<file path="src/rtl/tanh_interp_sequencer_if.sv">
// tanh_interp_sequencer_if
//   Operand / result handshake bundle for the tanh interpolation sequencer.
//   Signals:
//     in_valid, in_x, in_ready     operand channel (in_x is signed Q4.4)
//     out_valid, out_y, out_ready  result channel (out_y is signed Q4.4)
//   Modports:
//     master  requester / consumer side (drives operands, accepts results)
//     slave   sequencer side
interface tanh_interp_sequencer_if #(
    parameter int DATA_W = 8
);
    logic              in_valid;
    logic              in_ready;
    logic [DATA_W-1:0] in_x;
    logic              out_valid;
    logic              out_ready;
    logic [DATA_W-1:0] out_y;

    modport master (
        output in_valid, in_x, out_ready,
        input  in_ready, out_valid, out_y
    );

    modport slave (
        input  in_valid, in_x, out_ready,
        output in_ready, out_valid, out_y
    );
endinterface

</file>
<file path="src/rtl/tanh_interp_sequencer.sv">
// tanh_interp_sequencer
//   Sequences one piecewise-linear tanh evaluation per request. The operand is
//   split into a LUT index (integer part) and a remainder (fraction). The two
//   bracketing samples are read from a synchronous ROM and handed to an
//   external combinational interpolator. Its result is registered and then
//   returned over a valid/ready handshake.
//   Ports:
//     clk, rst_n        clock (rising edge), asynchronous active-low reset
//     bus (slave)       in_valid/in_ready/in_x, out_valid/out_ready/out_y
//     lut_en, lut_addr  ROM read request (data returns the following cycle)
//     lut_data          ROM read data
//     interp_base/next/remaining  interpolator operands (held in registers)
//     interp_value      interpolator result (combinational)
//     busy              high whenever the sequencer is not idle
//   Build option:
//     TANH_ZERO_FRAC_BYPASS_EN  when the fraction is zero, skip the second
//                               read and return the base sample directly.
module tanh_interp_sequencer #(
    parameter int DATA_W     = 8,
    parameter int FRAC_W     = 4,
    parameter int ADDR_W     = 5,
    parameter int LUT_OFFSET = 8
) (
    input  logic                 clk,
    input  logic                 rst_n,
    tanh_interp_sequencer_if.slave bus,
    output logic                 lut_en,
    output logic [ADDR_W-1:0]    lut_addr,
    input  logic [DATA_W-1:0]    lut_data,
    output logic [DATA_W-1:0]    interp_base,
    output logic [DATA_W-1:0]    interp_next,
    output logic [DATA_W-1:0]    interp_remaining,
    input  logic [DATA_W-1:0]    interp_value,
    output logic                 busy
);

`ifdef TANH_ZERO_FRAC_BYPASS_EN
    localparam bit BYPASS = 1'b1;
`else
    localparam bit BYPASS = 1'b0;
`endif

    typedef enum logic [2:0] {
        IDLE, RD_BASE, RD_NEXT, WAIT_NEXT, INTERP, OUT
    } state_t;

    state_t              state_q, state_d;
    logic [ADDR_W-1:0]   base_addr_q;
    logic [ADDR_W-1:0]   next_addr;
    logic [ADDR_W-1:0]   base_addr_d;
    logic [ADDR_W-1:0]   lut_addr_q;
    logic [FRAC_W-1:0]   rem_q;
    logic [DATA_W-1:0]   base_q;
    logic [DATA_W-1:0]   next_q;
    logic [DATA_W-1:0]   out_y_q;
    logic                zero_frac;

    // Signed integer part plus offset; the offset keeps the result in 0..15,
    // so the +1 neighbour never exceeds the last table entry.
    assign base_addr_d = ADDR_W'($signed(bus.in_x[DATA_W-1:FRAC_W]) + LUT_OFFSET);
    assign next_addr   = base_addr_q + ADDR_W'(1);
    assign zero_frac   = BYPASS && (rem_q == '0);

    assign bus.in_ready  = (state_q == IDLE);
    assign bus.out_valid = (state_q == OUT);
    assign bus.out_y     = out_y_q;
    assign busy          = (state_q != IDLE);

    assign interp_base      = base_q;
    assign interp_next      = next_q;
    assign interp_remaining = {{(DATA_W-FRAC_W){1'b0}}, rem_q};

    always_comb begin
        state_d  = state_q;
        lut_en   = 1'b0;
        lut_addr = lut_addr_q;  // address holds between reads
        case (state_q)
            IDLE:      if (bus.in_valid) state_d = RD_BASE;
            RD_BASE: begin
                lut_en   = 1'b1;
                lut_addr = base_addr_q;
                state_d  = RD_NEXT;
            end
            RD_NEXT: begin
                if (zero_frac) begin
                    state_d = OUT;
                end else begin
                    lut_en   = 1'b1;
                    lut_addr = next_addr;
                    state_d  = WAIT_NEXT;
                end
            end
            WAIT_NEXT: state_d = INTERP;
            INTERP:    state_d = OUT;
            OUT:       if (bus.out_ready) state_d = IDLE;
            default:   state_d = IDLE;
        endcase
    end

    always_ff @(posedge clk or negedge rst_n) begin
        if (!rst_n) begin
            state_q     <= IDLE;
            base_addr_q <= '0;
            lut_addr_q  <= '0;
            rem_q       <= '0;
            base_q      <= '0;
            next_q      <= '0;
            out_y_q     <= '0;
        end else begin
            state_q    <= state_d;
            lut_addr_q <= lut_addr;
            case (state_q)
                IDLE: if (bus.in_valid) begin
                    base_addr_q <= base_addr_d;
                    rem_q       <= bus.in_x[FRAC_W-1:0];
                end
                RD_NEXT: begin
                    base_q <= lut_data;
                    if (zero_frac) out_y_q <= lut_data;
                end
                WAIT_NEXT: next_q  <= lut_data;
                INTERP:    out_y_q <= interp_value;
                default: ;
            endcase
        end
    end

endmodule

</file>
<file path="src/flat_wrapper.sv">
// flat-port wrapper written by rule: the top's interface ports become plain ports
module tanh_interp_sequencer_flat 
#(
    parameter int DATA_W     = 8,
    parameter int FRAC_W     = 4,
    parameter int ADDR_W     = 5,
    parameter int LUT_OFFSET = 8
)
  (clk, rst_n, lut_en, lut_addr, lut_data, interp_base, interp_next, interp_remaining, interp_value, busy, bus_in_valid, bus_in_x, bus_out_ready, bus_in_ready, bus_out_valid, bus_out_y);
  tanh_interp_sequencer_if #(.DATA_W(DATA_W)) bus_i ();
  input  logic clk;
  input  logic rst_n;
  output logic lut_en;
  output logic [ADDR_W-1:0] lut_addr;
  input  logic [DATA_W-1:0] lut_data;
  output logic [DATA_W-1:0] interp_base;
  output logic [DATA_W-1:0] interp_next;
  output logic [DATA_W-1:0] interp_remaining;
  input  logic [DATA_W-1:0] interp_value;
  output logic busy;
  input wire logic [$bits(bus_i.in_valid)-1:0] bus_in_valid;
  input wire logic [$bits(bus_i.in_x)-1:0] bus_in_x;
  input wire logic [$bits(bus_i.out_ready)-1:0] bus_out_ready;
  output wire logic [$bits(bus_i.in_ready)-1:0] bus_in_ready;
  output wire logic [$bits(bus_i.out_valid)-1:0] bus_out_valid;
  output wire logic [$bits(bus_i.out_y)-1:0] bus_out_y;
  assign bus_i.in_valid = bus_in_valid;
  assign bus_i.in_x = bus_in_x;
  assign bus_i.out_ready = bus_out_ready;
  assign bus_in_ready = bus_i.in_ready;
  assign bus_out_valid = bus_i.out_valid;
  assign bus_out_y = bus_i.out_y;
  tanh_interp_sequencer #(.DATA_W(DATA_W), .FRAC_W(FRAC_W), .ADDR_W(ADDR_W), .LUT_OFFSET(LUT_OFFSET)) u_core (.clk(clk), .rst_n(rst_n), .bus(bus_i), .lut_en(lut_en), .lut_addr(lut_addr), .lut_data(lut_data), .interp_base(interp_base), .interp_next(interp_next), .interp_remaining(interp_remaining), .interp_value(interp_value), .busy(busy));
endmodule
</file>
<file path="config.mk">
export PLATFORM = sky130hd
export DESIGN_NAME = tanh_interp_sequencer_flat
export DESIGN_NICKNAME = d
export VERILOG_FILES = /design/src/rtl/tanh_interp_sequencer_if.sv /design/src/rtl/tanh_interp_sequencer.sv /design/src/flat_wrapper.sv
export SDC_FILE = /design/constraint.sdc
export NUM_CORES = 1
export LEC_CHECK = 0
export ABC_AREA = 1
export CAP_MARGIN = 15
export CORE_ASPECT_RATIO = 1.25
export CORE_MARGIN = 5
export CORE_UTILIZATION = 35
export CTS_CLUSTER_DIAMETER = 100
export DETAILED_ROUTE_END_ITERATION = 7
export PLACE_DENSITY = 0.67
export SLEW_MARGIN = 20
export SYNTH_ARGS = -nofsm -noshare
export SYNTH_HDL_FRONTEND = slang
export SYNTH_SLANG_ARGS = --single-unit
</file>
<file path="constraint.sdc">
create_clock -name clk -period 2.3 [get_ports clk]
set_input_delay 0.46 -clock clk [delete_from_list [all_inputs] [get_ports clk]]
set_output_delay 0.46 -clock clk [all_outputs]
set_load 0.005 [all_outputs]
</file>
==> qor.yml, run 1 <==
worstSkewPairLatency_ns: 0.29
setup_tns_ns: 0
post-route-drc-count: 0
die_x_um: 72.1
crit_type: "flip-flop to primary output"
vias: 1460
syn_avg_cell_area_sq_um: 9.01
outcome: "finished, final reports clean"
cts.clk_slew.worst_paths_ns: 0.07
avgViaCountPerCell: 4.49
cts_num_sinks: 40
placed_area_sq_um: 2390
grt_pass1_wl_um: 6380
period_share_pct: 95.9
pwr-share-clk_pct: 15.9
critPathRequiredTime_ns: 1.84
pre_cts_ws_ns: 0.291
drt-initial-drc-count: 50
area_growth_pct: 53.8
drv_slew: 0
cts_tree: "yes"
mostFrequentLayoutCells: "clkdlybuf4s50_1 (59), nand2_1 (51), dfrtp_1 (39)"
finClkSkew_ns: 0.00334
grt_pass1_vias: 1388
ir_worst_vdd_mv: 0.538
drt-wirelength-per-cell_um: 12.1
critPathCaptureType: "primary output"
synthCells: 187
fin_nets: 293
fmax_mhz: 453
die_h_um: 87.6
p_sw_uw: 1170
antenna_cells: 0
ys_types: 20
seq_power_share_pct: 35.7
rsz0062_at_grt: "false"
period_needed_ns: 2.21
p_total_uw: 3480
core-area_sq_um: 4690
synth_area_leaders: "dfrtp_1 (59%), nand2_1 (11%), o21ai_1 (7.4%)"
finalHoldViolations: 0
grtUsageTotal_pct: 13.2
gp_congestion: 0.835
initial_core_util_pct: 35.9
p_sw_share_pct: 33.7
worstSetupStartpointType: "flip-flop"
dr.pass1.iters: 6
die_area_sq_um: 6310
yosysSeqAreaShare_pct: 59.4
syn_area_sq_um: 1690
cp.arrival_ns: 1.75
io_pins: 69
yosys_register_bits: 40
p_leak_uw: 0.00129
routed_wl_um: 3950
pwr_density_cell_nw_per_um2: 1340
synth_top_cell_area_share_pct: 59.4
rows: 28
clockRootBuffer: "clkbuf_8"
combPwrFrac_pct: 48.3
design_area_sq_um: 2590
dp_cells: 310
instances_no_fill: 325
grt_max_degree: 20
hp-class: "flip-flop to flip-flop"
yosys_warnings: 0
final_common_cell: "clkdlybuf4s50_1"
cts.path.max_buffers: 2
drive_above_1_share_pct: 12.1
overflow: 0
antenna_left: 0
portBuffers: 64
setup_ws_ns: 0.0935
drv_cap: 0
htree_levels: 2
yosys.area.top_type: "dfrtp_1"
p_int_uw: 2300
antenna_found_initial: 0
worstPathMaxFanout: 8
setup_viol: 0
place_hpwl_um: 2820
cts_buffers: 5
[Yosys cell counts]
| cell type | instances |
|---|---|
| inv_1 | 18 |
| nand3_2 | 4 |
| nor3_1 | 1 |
| o21ai_0 | 1 |
| a21oi_1 | 1 |
| nand2_1 | 51 |
| ha_1 | 1 |
| nand4_1 | 2 |
| nand3_1 | 22 |
| conb_1 | 1 |
| inv_2 | 4 |
| nor2_1 | 3 |
| o21ai_1 | 25 |
| or2_2 | 1 |
| nand2_2 | 1 |
| buf_2 | 4 |
| dfrtp_1 | 40 |
| clkbuf_1 | 1 |
| or2_0 | 1 |
| buf_4 | 5 |
[metal layers]
metal	up-vias	part of all wire [%]	track usage [%]
li1	743	-	-
met3	5	7.9	3.79
met5	-	0	0
met4	0	1.9	7.18
met2	51	49	21.3
met1	661	41	15.7
[worst max-delay path: stages (launching register included)]
cell and delay (ns):
dfrtp_1 0.40, buf_4 0.17, nand3_4 0.14, nand3_1 0.08
o21ai_1 0.13, clkdlybuf4s50_1 0.54
[worst paths after layout]
path | startpoint | to | slack [ns] | depth (start not counted)
max reg2reg | u_core.state_q[0] | u_core.base_addr_q[0] | 0.82 | 6
min | u_core.bus.out_y[3] | u_core.bus.out_y[3] | 0.47 | 2
min in group asynchronous | rst_n | u_core.bus.out_y[7] | 0.50 | 2
min reg2reg | u_core.bus.out_y[3] | u_core.bus.out_y[3] | 0.47 | 2
max in group asynchronous | rst_n | u_core.state_q[1] | 1.33 | 3
max | u_core.state_q[0] | lut_addr[4] | 0.09 | 5
[area by class of cell]
| class | instances | area [sq um] |
|---|---|---|
| multi-input combinational | 118 | 574 |
| tap | 60 | 75.1 |
| clock buffer | 6 | 72.6 |
| sequential | 40 | 1000 |
| timing repair buffer | 77 | 746 |
| inverter | 22 | 87.6 |
| clock inverter | 2 | 35.0 |
| fill | 456 | 2100 |
[state kept, by name (all words and copies together), names as in the netlist]
name	cells
u_core.base_addr_q	4
u_core.rem_q	4
u_core.bus.out_y	8
u_core.interp_next	8
u_core.lut_addr_q	5
u_core.interp_base	8
u_core.state_q	3
[metrics by stage]
stage,util [%],hold slack (ns)
floorplan,-,0.164
global placement,50.9,0.273
detailed placement,50.9,0.274
CTS,54.2,0.478
global route,55.2,0.489
finish,55.2,0.473
[power groups by stage]
stage | clock network (uW) | logic, uW | registers, uW
2_1_floorplan | 0 | 676 | 1270
3_3_place_gp | 0 | 1580 | 1250
3_5_place_dp | 0 | 1600 | 1260
4_1_cts | 585 | 1680 | 1240
5_1_grt | 610 | 1880 | 1290
6_report | 554 | 1680 | 1240
[cell families after synthesis]
logic type | count (synthesis) | synth area share (%)
simple gates | 86 | 23.1
fa+ha+maj | 1 | 0.742
flops | 40 | 59.4
other cells | 1 | 0.223
compound gates | 27 | 8.02
buf+inv | 32 | 8.54
[what timing repair did]
| action | in CTS | in global routing |
|---|---|---|
| endpoints found under the setup margin | 5 | 6 |
| hold buffers | 1 | 0 |
| hold endpoints to repair | 3 | 0 |
| pin swaps | 0 | 2 |
| setup buffers | 2 | 4 |
| gates resized for setup | 4 | 7 |
No activity file was read; power rests on OpenSTA's default activity.
==> run 2: changes to the inputs <==
- PLACE_DENSITY: 0.67 -> 0.7
- clock period: 2.3 -> 2 ns (I/O delays scaled with it)
==> qor.yml, run 2 (synthesized netlist as in run 1, its figures left out) <==
outcome: "finished, final reports clean"
rows: 28
worst_pin_slew_ns: 0.590
slowest_stage: "dfrtp_2"
cts.clk_slew.worst_paths_ns: 0.08
p_total_uw: 4030
dr.pass1.iters: 4
seq_area_sq_um: 1000
worstSkewPairLatency_ns: 0.29
holdBufCountCts: 0
cp.arrival_ns: 1.53
slowest_delay_ns: 0.41
cts_num_sinks: 40
drv_cap: 0
grt_max_degree: 27
io_pins: 69
routed_wl_um: 4180
htree_levels: 2
mostFrequentLayoutCells: "clkdlybuf4s50_1 (55), nand2_1 (50), dfrtp_1 (39)"
die_h_um: 87.6
finalHoldViolations: 0
worstPathMaxFanout: 8
cts_buffers: 5
die_area_sq_um: 6310
gp_congestion: 0.814
setup_viol: 0
drv_slew: 0
post-route-drc-count: 0
initial_core_util_pct: 35.9
drt-initial-drc-count: 69
vias: 1514
die_x_um: 72.1
grt_pass1_vias: 1495
pwr_density_cell_nw_per_um2: 1540
area_growth_pct: 55.4
drive_above_1_share_pct: 17.3
critPathRequiredTime_ns: 1.60
finClkSkew_ns: 0.00262
avgViaCountPerCell: 4.57
period_needed_ns: 1.93
drt-wirelength-per-cell_um: 12.6
crit_chain: "buf_4 > inv_2 > nand3_4 > buf_4 > nand3_1 > nand3_1 > clkbuf_2"
core-area_sq_um: 4690
grtUsageTotal_pct: 14.0
cts.path.max_buffers: 2
instances_no_fill: 331
period_share_pct: 96.3
place_hpwl_um: 2840
maxSlewHeadroom_pct: 60.7
clockRootBuffer: "clkbuf_8"
design_area_sq_um: 2620
portBuffers: 64
hold_slack_ns: 0.103
overflow: 0
fmax_mhz: 519
antenna_cells: 0
worstSetupStartpointType: "flip-flop"
multi_input_area_sq_um: 602
crit_type: "flip-flop to primary output"
fin_nets: 299
placed_area_sq_um: 2410
critPathCaptureType: "primary output"
cts_tree: "yes"
antenna_found_initial: 0
ir_worst_vdd_mv: 0.636
final_common_cell: "clkdlybuf4s50_1"
grt_pass1_wl_um: 6850
dp_cells: 312
antenna_left: 0
nFillCells: 438
hp-class: "input pin to async pin"
p_leak_uw: 0.00128
run 2: worst paths after layout:
check / from / endpoint / slack [ns] / cells after the start
worst max-delay path: u_core.state_q[1] / lut_addr[0] / 0.07 / 7
worst min-delay path: rst_n / u_core.bus.out_y[3] / 0.10 / 1
worst max register to register: u_core.state_q[1] / u_core.rem_q[3] / 0.54 / 6
worst min register to register: u_core.bus.out_y[1] / u_core.bus.out_y[1] / 0.47 / 2
max in group asynchronous: rst_n / u_core.interp_next[0] / 1.26 / 2
min in group clk: u_core.bus.out_y[1] / u_core.bus.out_y[1] / 0.47 / 2
run 2: where the power goes:
part           switching, uW  internal [uW]
Clock                    279            280
Combinational            938           1120
Sequential               217           1200
Total                   1430           2600
run 2: through the flow:
stage / setup slack, ns / utilization (%) / setup TNS (ns)
after floorplan: 0.553 / - / 0
after global placement: 0.0997 / 51.3 / 0
after detailed placement: 0.0565 / 51.3 / 0
after CTS: 0.00986 / 54.6 / 0
after global routing: -0.00583 / 55.8 / -0.00583
final: 0.0736 / 55.8 / 0
run 2: area by class of cell:
type / instances / area share (%)
tap: 60 / 2.87
clock buffer: 7 / 3.30
inverter: 22 / 3.44
sequential: 40 / 38.3
multi-input combinational: 119 / 23.0
timing repair buffer: 82 / 28.9
clock inverter: 1 / 0.287
run 2: layer usage:
metal | up-vias | share of wire [%] | global-route usage [%]
li1 | 755 | - | -
met1 | 697 | 42 | 16.9
met2 | 54 | 49 | 22.6
met3 | 8 | 7.9 | 4.59
met4 | 0 | 1.4 | 6.32
met5 | - | 0 | 0
run 2: timing repair:
item / CTS / global route
gates cloned: 0 / 1
setup endpoints to repair: 7 / 5
setup buffers: 5 / 5
pin swaps: 0 / 2
resized for setup: 17 / 15
run 2: worst max-delay path, delay by kind of cell (launching register included):
family / cells / cell delay [ns]
simple gates: 3 / 0.29
flops: 1 / 0.41
buf+inv: 4 / 0.54
